$ cat src/rtl/serial_sub_8bit.sv
// Bit-serial subtractor: computes a - b - bin LSB-first, one bit per clock,
// with a valid/ready start handshake and a valid/ready done handshake.
module serial_sub_8bit #(
    parameter int WIDTH = 8
) (
    input  logic             clk,
    input  logic             rst_n,
    input  logic             start_valid,
    output logic             start_ready,
    input  logic [WIDTH-1:0] a,
    input  logic [WIDTH-1:0] b,
    input  logic             bin,
    output logic [WIDTH-1:0] diff,
    output logic             bout,
    output logic             ovf,
    output logic             done_valid,
    input  logic             done_ready,
    output logic [1:0]       dbg_state
);

    // Handshakes: a transfer happens on a rising edge where valid && ready are
    // both high. start_ready is high only in IDLE; done_valid is high only in
    // DONE and drops on the edge that sees done_ready.

    localparam int CNT_W = $clog2(WIDTH);
    localparam logic [CNT_W-1:0] LAST_BIT = CNT_W'(WIDTH - 1);

    typedef enum logic [1:0] {
        IDLE  = 2'd0,
        SHIFT = 2'd1,
        DONE  = 2'd2
    } state_t;

    state_t           state;
    logic [WIDTH-1:0] a_r;
    logic [WIDTH-1:0] b_r;
    logic             borrow;
    logic [CNT_W-1:0] cnt;
    logic             a_msb;
    logic             b_msb;

    logic             d_bit;
    logic             borrow_nxt;
    logic [WIDTH-1:0] diff_nxt;

    always_comb begin
        d_bit      = a_r[0] ^ b_r[0] ^ borrow;
        borrow_nxt = (~a_r[0] & b_r[0]) | (~(a_r[0] ^ b_r[0]) & borrow);
        diff_nxt   = {d_bit, diff[WIDTH-1:1]};
    end

    always_ff @(posedge clk or negedge rst_n) begin
        if (!rst_n) begin
            state      <= IDLE;
            a_r        <= '0;
            b_r        <= '0;
            borrow     <= 1'b0;
            cnt        <= '0;
            a_msb      <= 1'b0;
            b_msb      <= 1'b0;
            diff       <= '0;
            bout       <= 1'b0;
            ovf        <= 1'b0;
            done_valid <= 1'b0;
        end else begin
            case (state)
                IDLE: begin
                    if (start_valid) begin
                        a_r    <= a;
                        b_r    <= b;
                        borrow <= bin;
                        cnt    <= '0;
                        a_msb  <= a[WIDTH-1];
                        b_msb  <= b[WIDTH-1];
                        state  <= SHIFT;
                    end
                end
                SHIFT: begin
                    a_r    <= a_r >> 1;
                    b_r    <= b_r >> 1;
                    borrow <= borrow_nxt;
                    diff   <= diff_nxt;
                    cnt    <= cnt + 1'b1;
                    // The bit processed on this edge is the MSB, so d_bit is the result sign.
                    if (cnt == LAST_BIT) begin
                        cnt        <= '0;
                        bout       <= borrow_nxt;
                        ovf        <= (a_msb ^ b_msb) & (a_msb ^ d_bit);
                        done_valid <= 1'b1;
                        state      <= DONE;
                    end
                end
                DONE: begin
                    if (done_ready) begin
                        done_valid <= 1'b0;
                        state      <= IDLE;
                    end
                end
                default: begin
                    done_valid <= 1'b0;
                    state      <= IDLE;
                end
            endcase
        end
    end

    assign start_ready = (state == IDLE);
    assign dbg_state   = state;

endmodule
$ cat config.mk
export PLATFORM = sky130hd
export DESIGN_NAME = serial_sub_8bit
export DESIGN_NICKNAME = d
export VERILOG_FILES = /design/src/rtl/serial_sub_8bit.sv
export SDC_FILE = /design/constraint.sdc
export NUM_CORES = 1
export LEC_CHECK = 0
export ABC_AREA = 1
export CAP_MARGIN = 40
export CORE_MARGIN = 1
export CORE_UTILIZATION = 50
export CTS_BUF_LIST = sky130_fd_sc_hd__clkbuf_16
export DETAILED_ROUTE_END_ITERATION = 6
export PLACE_DENSITY = 0.79
export SYNTH_ARGS = -nofsm -noshare
export SYNTH_HDL_FRONTEND = slang
export SYNTH_SLANG_ARGS = --single-unit
$ cat constraint.sdc
create_clock -name clk -period 1.8 [get_ports clk]
set_input_delay 0.36 -clock clk [delete_from_list [all_inputs] [get_ports clk]]
set_output_delay 0.36 -clock clk [all_outputs]
set_load 0.005 [all_outputs]
-- Word level (Yosys, flattened, before mapping)
Cells that the tools add are included.
W data, S select, Z words.
- bits of input ports: 21
- logic and storage cells: 52
- register bits after elaboration: 35
- output and inout bits: 14
- mux-type cells: 16
- reductions and logical operators: 7
- bitwise logic cells: 11
- equality and inequality tests: 6
- $add $sub $neg: 1
- operators with widths (operator ; number):
    $pmux W8 S2 ; 2
    $mux W8 ; 2
    $mux W2 ; 3
    $mux W3 ; 2
    $ne A2 B2 Y1 const B ; 3
    $pmux W2 S3 ; 1
    $pmux W3 S2 ; 1
    $reduce_and A2 Y1 ; 3
    $reduce_and A3 Y1 ; 2
    $xor A1 B1 Y1 ; 4
    $add A3 B1 Y3 const B ; 1
    $and A1 B1 Y1 ; 3
    $eq A3 B3 Y1 const B ; 1
    $mux W1 ; 3
    $not A1 Y1 ; 3
    $pmux W1 S3 ; 1
    $eq A2 B1 Y1 const B ; 1
    $eq A2 B2 Y1 const B ; 1
    $logic_not A2 Y1 ; 1
    $pmux W1 S2 ; 1
    $reduce_bool A2 Y1 ; 1
    $or A1 B1 Y1 ; 1

-- Logic depth before layout (Yosys ltp)
Gate-level depths: netlist of the first run.
- word-level depth: 5
- gate-level depth with buffers: 7
- depth with buffers taken out: 7

-- Worst setup path after synthesis of the first run
Ideal clock, no wire load.
- kind: reg2reg
- start: register a_r[0]
- end: register ovf
- cell stages (with the launch flop): 7
- clock period less this slack: 1279 ps
- arrival time: 1163 ps
- path buffers: 0
- required time: 1684 ps
- library setup time: 116 ps
- path slack: 521 ps
- cells stage by stage: dfrtp_1 > fa_1 > inv_1 > nand3_1 > nand2_1 > nand2_1 > nand2_1
- cells in the longest elaborated chain, start to end: 4
- RTL lines (element ; line ; text):
    start, declared ; 35 ; logic [WIDTH-1:0] a_r;
    start signal, assigned ; 79 ; a_r <= a_r >> 1;
    $xor A1 B1 Y1 (2 in a row) ; 47 ; d_bit = a_r[0] ^ b_r[0] ^ borrow;
    via d_bit ; 42 ; logic d_bit;
    $xor A1 B1 Y1 ; 88 ; ovf <= (a_msb ^ b_msb) & (a_msb ^ d_bit);
    $and A1 B1 Y1 ; 88 ;
    end signal, assigned ; 88 ;
    end, declared ; 15 ; output logic ovf,
The timed path passes the listed nets, and every way through them passes these cells.
A chain may end at the register's enable or synchronous reset.

-- Final worst setup path of the first run
- start: register state[0] (netlist: dbg_state[0])
- end: output start_ready
- cells in the longest elaborated chain, start to end: 1
- RTL lines (element ; line ; text):
    start, declared ; 34 ; state_t state;
    start signal, assigned ; 54 ; state <= IDLE;
    start signal, assigned ; 75 ; state <= SHIFT;
    start signal, assigned ; 90 ; state <= DONE;
    $logic_not A2 Y1 ; 107 ; assign start_ready = (state == IDLE);
    end, declared ; 9 ; output logic start_ready,
Every way passes these cells.

==> impl_metrics.ini, run 1 <==
[place]
placedCellCount = 283
port_buffers = 34
pre_cts_slack_ns = 0.270
dpl_cell_area_sq_um = 2010
place_congestion = 0.837
hpwl_microns = 2110

[setup_path]
cp.required_ns = 1.44
worstSetupStartpointType = flip-flop
end_kind = output port
reg2reg_depth = 6
r2r-end = a_r[1]$_DFFE_PN0P_
r2r_setup_slack_ns = 0.31
worstPathArrival_ns = 1.39
r2r_start = dbg_state[0]$_DFFE_PN0P_
crit_fanout = 5
critical_path_class = flip-flop to output port

[route]
drt-initial-drc-count = 58
drt_wl_total_microns = 3140
dr_total_vias = 1400
ant_nets = 0
wl_per_cell_microns = 10.8
drc_errors = 0
vias_per_cell = 4.83
dr.pass1.iters = 4

[pwr]
peakVddDrop_uv = 984
leakage_nw = 1.14
p_per_area_nw_per_um2 = 1680

[floorplanning]
fp.dieH_microns = 59.3
floorplan.initialDensity = 0.533
die_area_sq_um = 3510
die_x_microns = 59.3
coreArea_sq_um = 3080
num_rows = 20
io_pins = 35

[clocking]
cts_setup_buffers = 0
clk_pin_slew_ns = 0.05
htreeDepth = 2
cts.sinks = 35
cts_hold_buf = 0
clkLatencyLatePin_ns = 0.27
clockBufferDepth = 2
cts_tree = built
cts_root_buf = clkbuf_16
cts_made_buffers = 5

[synthesis]
netlist_instances = 209
synthArstFlopShare = 1.00
synth_area_leaders = dfrtp_1 53%, nand2_1 25%, nand3_1 5.2%
syn-num-nets = 233
synthFlopType = dfrtp_1
synth_top_cell_area_share = 0.534
yosys.area.top_type = dfrtp_1
yosys_warnings = 0
yosysSeqAreaShare = 0.534
synth.cell_area_sq_um = 1640
syn_area_per_cell_sq_um = 7.85
netlist-cell-type-count = 17
synth_edf_count = 0
ys_ff_latch = 35

[worst_hold_path]
holdCritStartpoint = diff[0]$_DFFE_PN0P_
hp-class = flip-flop to flip-flop
whs_endpoint = diff[0]$_DFFE_PN0P_
hold_depth = 2

[finish]
syn_to_final_growth_pct = 31.0
fin_nets = 270
drive_gt1_frac = 0.0772
final_cell_count_no_fill = 290
antenna_cells = 0
fin_area_sq_um = 2150

[sta]
clock_skew_ns = 0.00435
fin_tns_setup_ns = 0
hold_slack_ns = 0.475
hold_viol = 0
final.period_utilization = 0.974
report.final.slew_viol_count = 0
setup_violations = 0
rsz0062_at_grt = false
fin_crit_ns = 1.75
max-slew-margin-rel = 0.707
fmax_ghz = 0.570
timing.final.ws_setup_ns = 0.0464
max_slew.worst_pin.slew_ns = 0.439

[grt]
grtUsageTotal = 0.222
antenna_found_initial = 0
grt_pass1_vias = 1301
grt_pass1_wl_microns = 5660
grt_start_max_net_pins = 36
gr-total-overflow = 0

[run]
maxCapViolations = 0

[run_status]
status = completed
report_power, final:
part           internal (W)  switching [W]  total (W)  leakage (nW)
clock              0.000496       0.000290   0.000786        0.0671
sequential          0.00114       0.000215    0.00135         0.442
combinational      0.000672       0.000805    0.00148         0.629
repair_timing:
item / 4_1_cts / 5_1_grt
endpoints found under the hold margin: 0 / 0
gates resized for setup: 0 / 1
setup endpoints to repair: 0 / 1
synth_stat cells, types with 2 or more instances:
cell     count
o21ai_1      8
buf_4        4
inv_1       13
dfrtp_1     35
buf_2        4
inv_2        4
ha_1         2
nand3_1     17
nand2_1    108
nor2_1       4
o21ai_0      4
cells by family (layout without fill, tap and decap cells):
family / count (synthesis) / count (layout) / share of synthesized area
compound gates: 13 / 13 / 0.0420
fa+ha+maj: 3 / 3 / 0.0275
flops: 35 / 35 / 0.534
buf+inv: 26 / 63 / 0.0763
simple gates: 132 / 132 / 0.320
cell type report:
| class | count | area (sq um) |
|---|---|---|
| multi-input cells | 148 | 642 |
| fillers | 266 | 930 |
| flip-flops and latches | 35 | 876 |
| inverters | 17 | 63.8 |
| clock buffers | 5 | 125 |
| repair buffers | 39 | 378 |
| clock inverters | 2 | 8.76 |
| well taps | 44 | 55.1 |
flip-flops by register name, summed over array words and instances, names as in the netlist:
signal      count
diff            8
ovf             1
borrow          1
cnt             3
b_r             8
done_valid      1
a_r             8
dbg_state       2
a_msb           1
bout            1
b_msb           1
cell usage in the layout, fill, tap and decap left out:
cell type,instances
clkinv_1,1
nand2_2,1
o21ai_2,1
clkbuf_16,5
clkdlybuf4s50_1,34
fa_1,1
o21ai_1,8
dfrtp_1,35
o21ai_0,4
nand3_1,17
buf_4,5
ha_1,2
nand3b_1,1
nor2_2,2
inv_2,4
inv_1,13
nand2_1,108
clkinv_2,1
nor2_1,3
metal layers:
metal | track usage | vias to the layer above | part of all wire
li1 | - | 715 | -
met1 | 0.298 | 643 | 0.48
met2 | 0.345 | 35 | 0.46
met3 | 0.0393 | 7 | 0.038
met4 | 0.112 | 0 | 0.024
met5 | 0 | - | 0
worst max path at each step:
stage | start | to | slack, ns | cells past startpoint
final | dbg_state[0]$_DFFE_PN0P_ | start_ready | 0.05 | 2
after global routing | dbg_state[0]$_DFFE_PN0P_ | start_ready | 0.003 | 2
after CTS | dbg_state[0]$_DFFE_PN0P_ | start_ready | 0.009 | 2
after detailed placement | start_valid | b_r[5]$_DFFE_PN0P_ | 0.27 | 5
after global placement | start_valid | a_r[2]$_DFFE_PN0P_ | 0.30 | 5
after floorplan | a_r[0]$_DFFE_PN0P_ | ovf$_DFFE_PN0P_ | 0.52 | 6
stage by stage:
| step | total power, W | util |
|---|---|---|
| 5_1_grt | 0.00395 | 0.698 |
| 3_5_place_dp | 0.00283 | 0.654 |
| 3_3_place_gp | 0.00280 | 0.654 |
| 6_report | 0.00362 | 0.698 |
| 2_1_floorplan | 0.00234 | - |
| 4_1_cts | 0.00364 | 0.697 |
worst max-delay path, stage by stage, from the launching register on:
cell and delay, ns:
dfrtp_1 0.46, nor2_2 0.15, clkdlybuf4s50_1 0.51
Note: power is estimated with default switching activity, not from simulation.
==> inputs of run 2 (changes only) <==
--- a/config.mk
+++ b/config.mk
@@ -7,6 +7,7 @@
 export LEC_CHECK = 0
 export ABC_AREA = 1
 export CAP_MARGIN = 40
+export CORE_ASPECT_RATIO = 0.5
 export CORE_MARGIN = 1
 export CORE_UTILIZATION = 50
 export CTS_BUF_LIST = sky130_fd_sc_hd__clkbuf_16
==> impl_metrics.ini, run 2 (synthesized netlist as in run 1, its figures left out) <==
[route]
dr.pass1.iters = 4
drc_errors = 0
ant_nets = 0
route.met3.wl_microns = 176
wl_met1_microns = 1600
vias_per_cell = 4.86
dr.max_layer_used = met4
drt-initial-drc-count = 44
met2WireLength_microns = 1690
drt_wl_total_microns = 3510
dr_total_vias = 1396
wl_per_cell_microns = 12.2

[floorplanning]
die_area_sq_um = 3530
num_rows = 14
die_x_microns = 83
io_pins = 35
fp.dieH_microns = 42.5
coreArea_sq_um = 3070
floorplan.initialDensity = 0.535

[sta]
report.final.slew_viol_count = 0
hold_viol = 0
rsz0062_at_grt = false
max-slew-margin-rel = 0.692
clock_skew_ns = 0.00286
fin_tns_setup_ns = 0
fin_crit_ns = 1.77
setup_violations = 0
fmax_ghz = 0.565
hold_slack_ns = 0.480
max_slew.worst_pin.slew_ns = 0.461
final.period_utilization = 0.984

[setup_path]
cp_top_family = buffers and inverters
reg2reg_depth = 6
end_kind = output port
critical_path_class = flip-flop to output port
worstSetupStartpointType = flip-flop
crit_buf_inv = 1
r2r_start = a_r[0]$_DFFE_PN0P_
worstPathArrival_ns = 1.41
cp.required_ns = 1.44
critPathLaunch = dbg_state[1]$_DFFE_PN0P_
max_stage_delay_ns = 0.53
r2r_setup_slack_ns = 0.40
path_cells = nor2_1 -> clkdlybuf4s50_1
crit_fanout = 6
critPathSlowestCell = clkdlybuf4s50_1
r2r-end = ovf$_DFFE_PN0P_

[pwr]
switching_power_w = 0.00140
peakVddDrop_uv = 1060
p_per_area_nw_per_um2 = 1730
comb_power_share = 0.418
intPower_w = 0.00233
power_frac_seq = 0.358
swShare = 0.374
clkPwrFrac = 0.225
leakage_nw = 1.14

[run]
maxCapViolations = 0

[place]
hpwl_microns = 2350
place_congestion = 0.826
port_buffers = 34

[clocking]
cts_hold_buf = 0
cts_tree = built
cts.sinks = 35
cts_resized = 0
cts_made_buffers = 5
htreeDepth = 2
clkLatencyLatePin_ns = 0.28
clockBufferDepth = 2
clk_pin_slew_ns = 0.06
cts_root_buf = clkbuf_16
cts_setup_buffers = 0

[grt]
grt_pass1_vias = 1341
grt_pass1_wl_microns = 6010
grtUsageTotal = 0.224
gr-total-overflow = 0
antenna_found_initial = 0
grt_start_max_net_pins = 36

[finish]
fin_nets = 270
syn_to_final_growth_pct = 31.5
utilization = 0.704
antenna_cells = 0
nFillCells = 270
drive_gt1_frac = 0.0810
top_regs = a_r: 8 flops, b_r: 8 flops, diff: 8 flops
layout_common_cells = 108 x nand2_1, 34 x dfrtp_1, 34 x clkdlybuf4s50_1, 17 x nand3_1, 13 x inv_1
final_common_cell = nand2_1

[worst_hold_path]
hp-class = flip-flop to flip-flop
whs_endpoint = cnt[1]$_DFFE_PN0P_
holdCritStartpoint = cnt[1]$_DFFE_PN0P_
hold_depth = 2

[run_status]
status = completed
-- run 2: changes by cell type in the layout (fill, tap and decap cells not counted), sizes merged --
cell / previous run / this run
clkinvlp: 0 / 1
-- run 2: layout make-up --
cell class,count,area (sq um),area share
multi-input cells,148,639,0.296
inverters,17,63.8,0.0296
flip-flops and latches,35,877,0.407
repair buffers,39,382,0.177
clock buffers,5,125,0.0580
clock inverters,3,20.0,0.00928
well taps,40,50.0,0.0232
-- run 2: per-stage QoR --
stage | power [W] | worst slack (ns) | cell area (sq um) | std cells
2_1_floorplan | 0.00234 | 0.521 | 1640 | 209
3_3_place_gp | 0.00282 | 0.229 | 2010 | 279
3_5_place_dp | 0.00289 | 0.158 | 2010 | 279
4_1_cts | 0.00375 | 0.0166 | 2150 | 287
5_1_grt | 0.00404 | 0.0150 | 2160 | 287
6_report | 0.00373 | 0.0286 | 2160 | 287
-- run 2: how the worst max path moves through the flow --
| stage | to | slack, ns | cells past startpoint |
|---|---|---|---|
| after CTS | start_ready | 0.02 | 2 |
| final | start_ready | 0.03 | 2 |
| after detailed placement | a_r[0]$_DFFE_PN0P_ | 0.16 | 5 |
| after global routing | start_ready | 0.02 | 2 |
| after floorplan | ovf$_DFFE_PN0P_ | 0.52 | 6 |
| after global placement | a_r[1]$_DFFE_PN0P_ | 0.23 | 5 |
-- run 2: routing by layer --
layer,global-route usage,vias to the layer above
met5,0,-
met4,0.0828,0
met3,0.0630,7
met2,0.375,30
met1,0.281,642
li1,-,717
-- run 2: power by group through the flow --
| stage | Clock [W] | Combinational [W] | Sequential [W] |
|---|---|---|---|
| 2_1_floorplan | 0 | 0.00102 | 0.00132 |
| 3_3_place_gp | 0 | 0.00149 | 0.00134 |
| 3_5_place_dp | 0 | 0.00155 | 0.00134 |
| 4_1_cts | 0.000849 | 0.00157 | 0.00133 |
| 5_1_grt | 0.000883 | 0.00178 | 0.00138 |
| 6_report | 0.000837 | 0.00156 | 0.00133 |
-- run 2: worst reg2reg max path: cells and delay by family, from the launching register on --
kind                     cells  cell delay (ns)
buffers and inverters        1             0.08
adder cells (fa/ha/maj)      1             0.58
flip-flops                   1             0.40
AND/OR/NAND/NOR              4             0.24
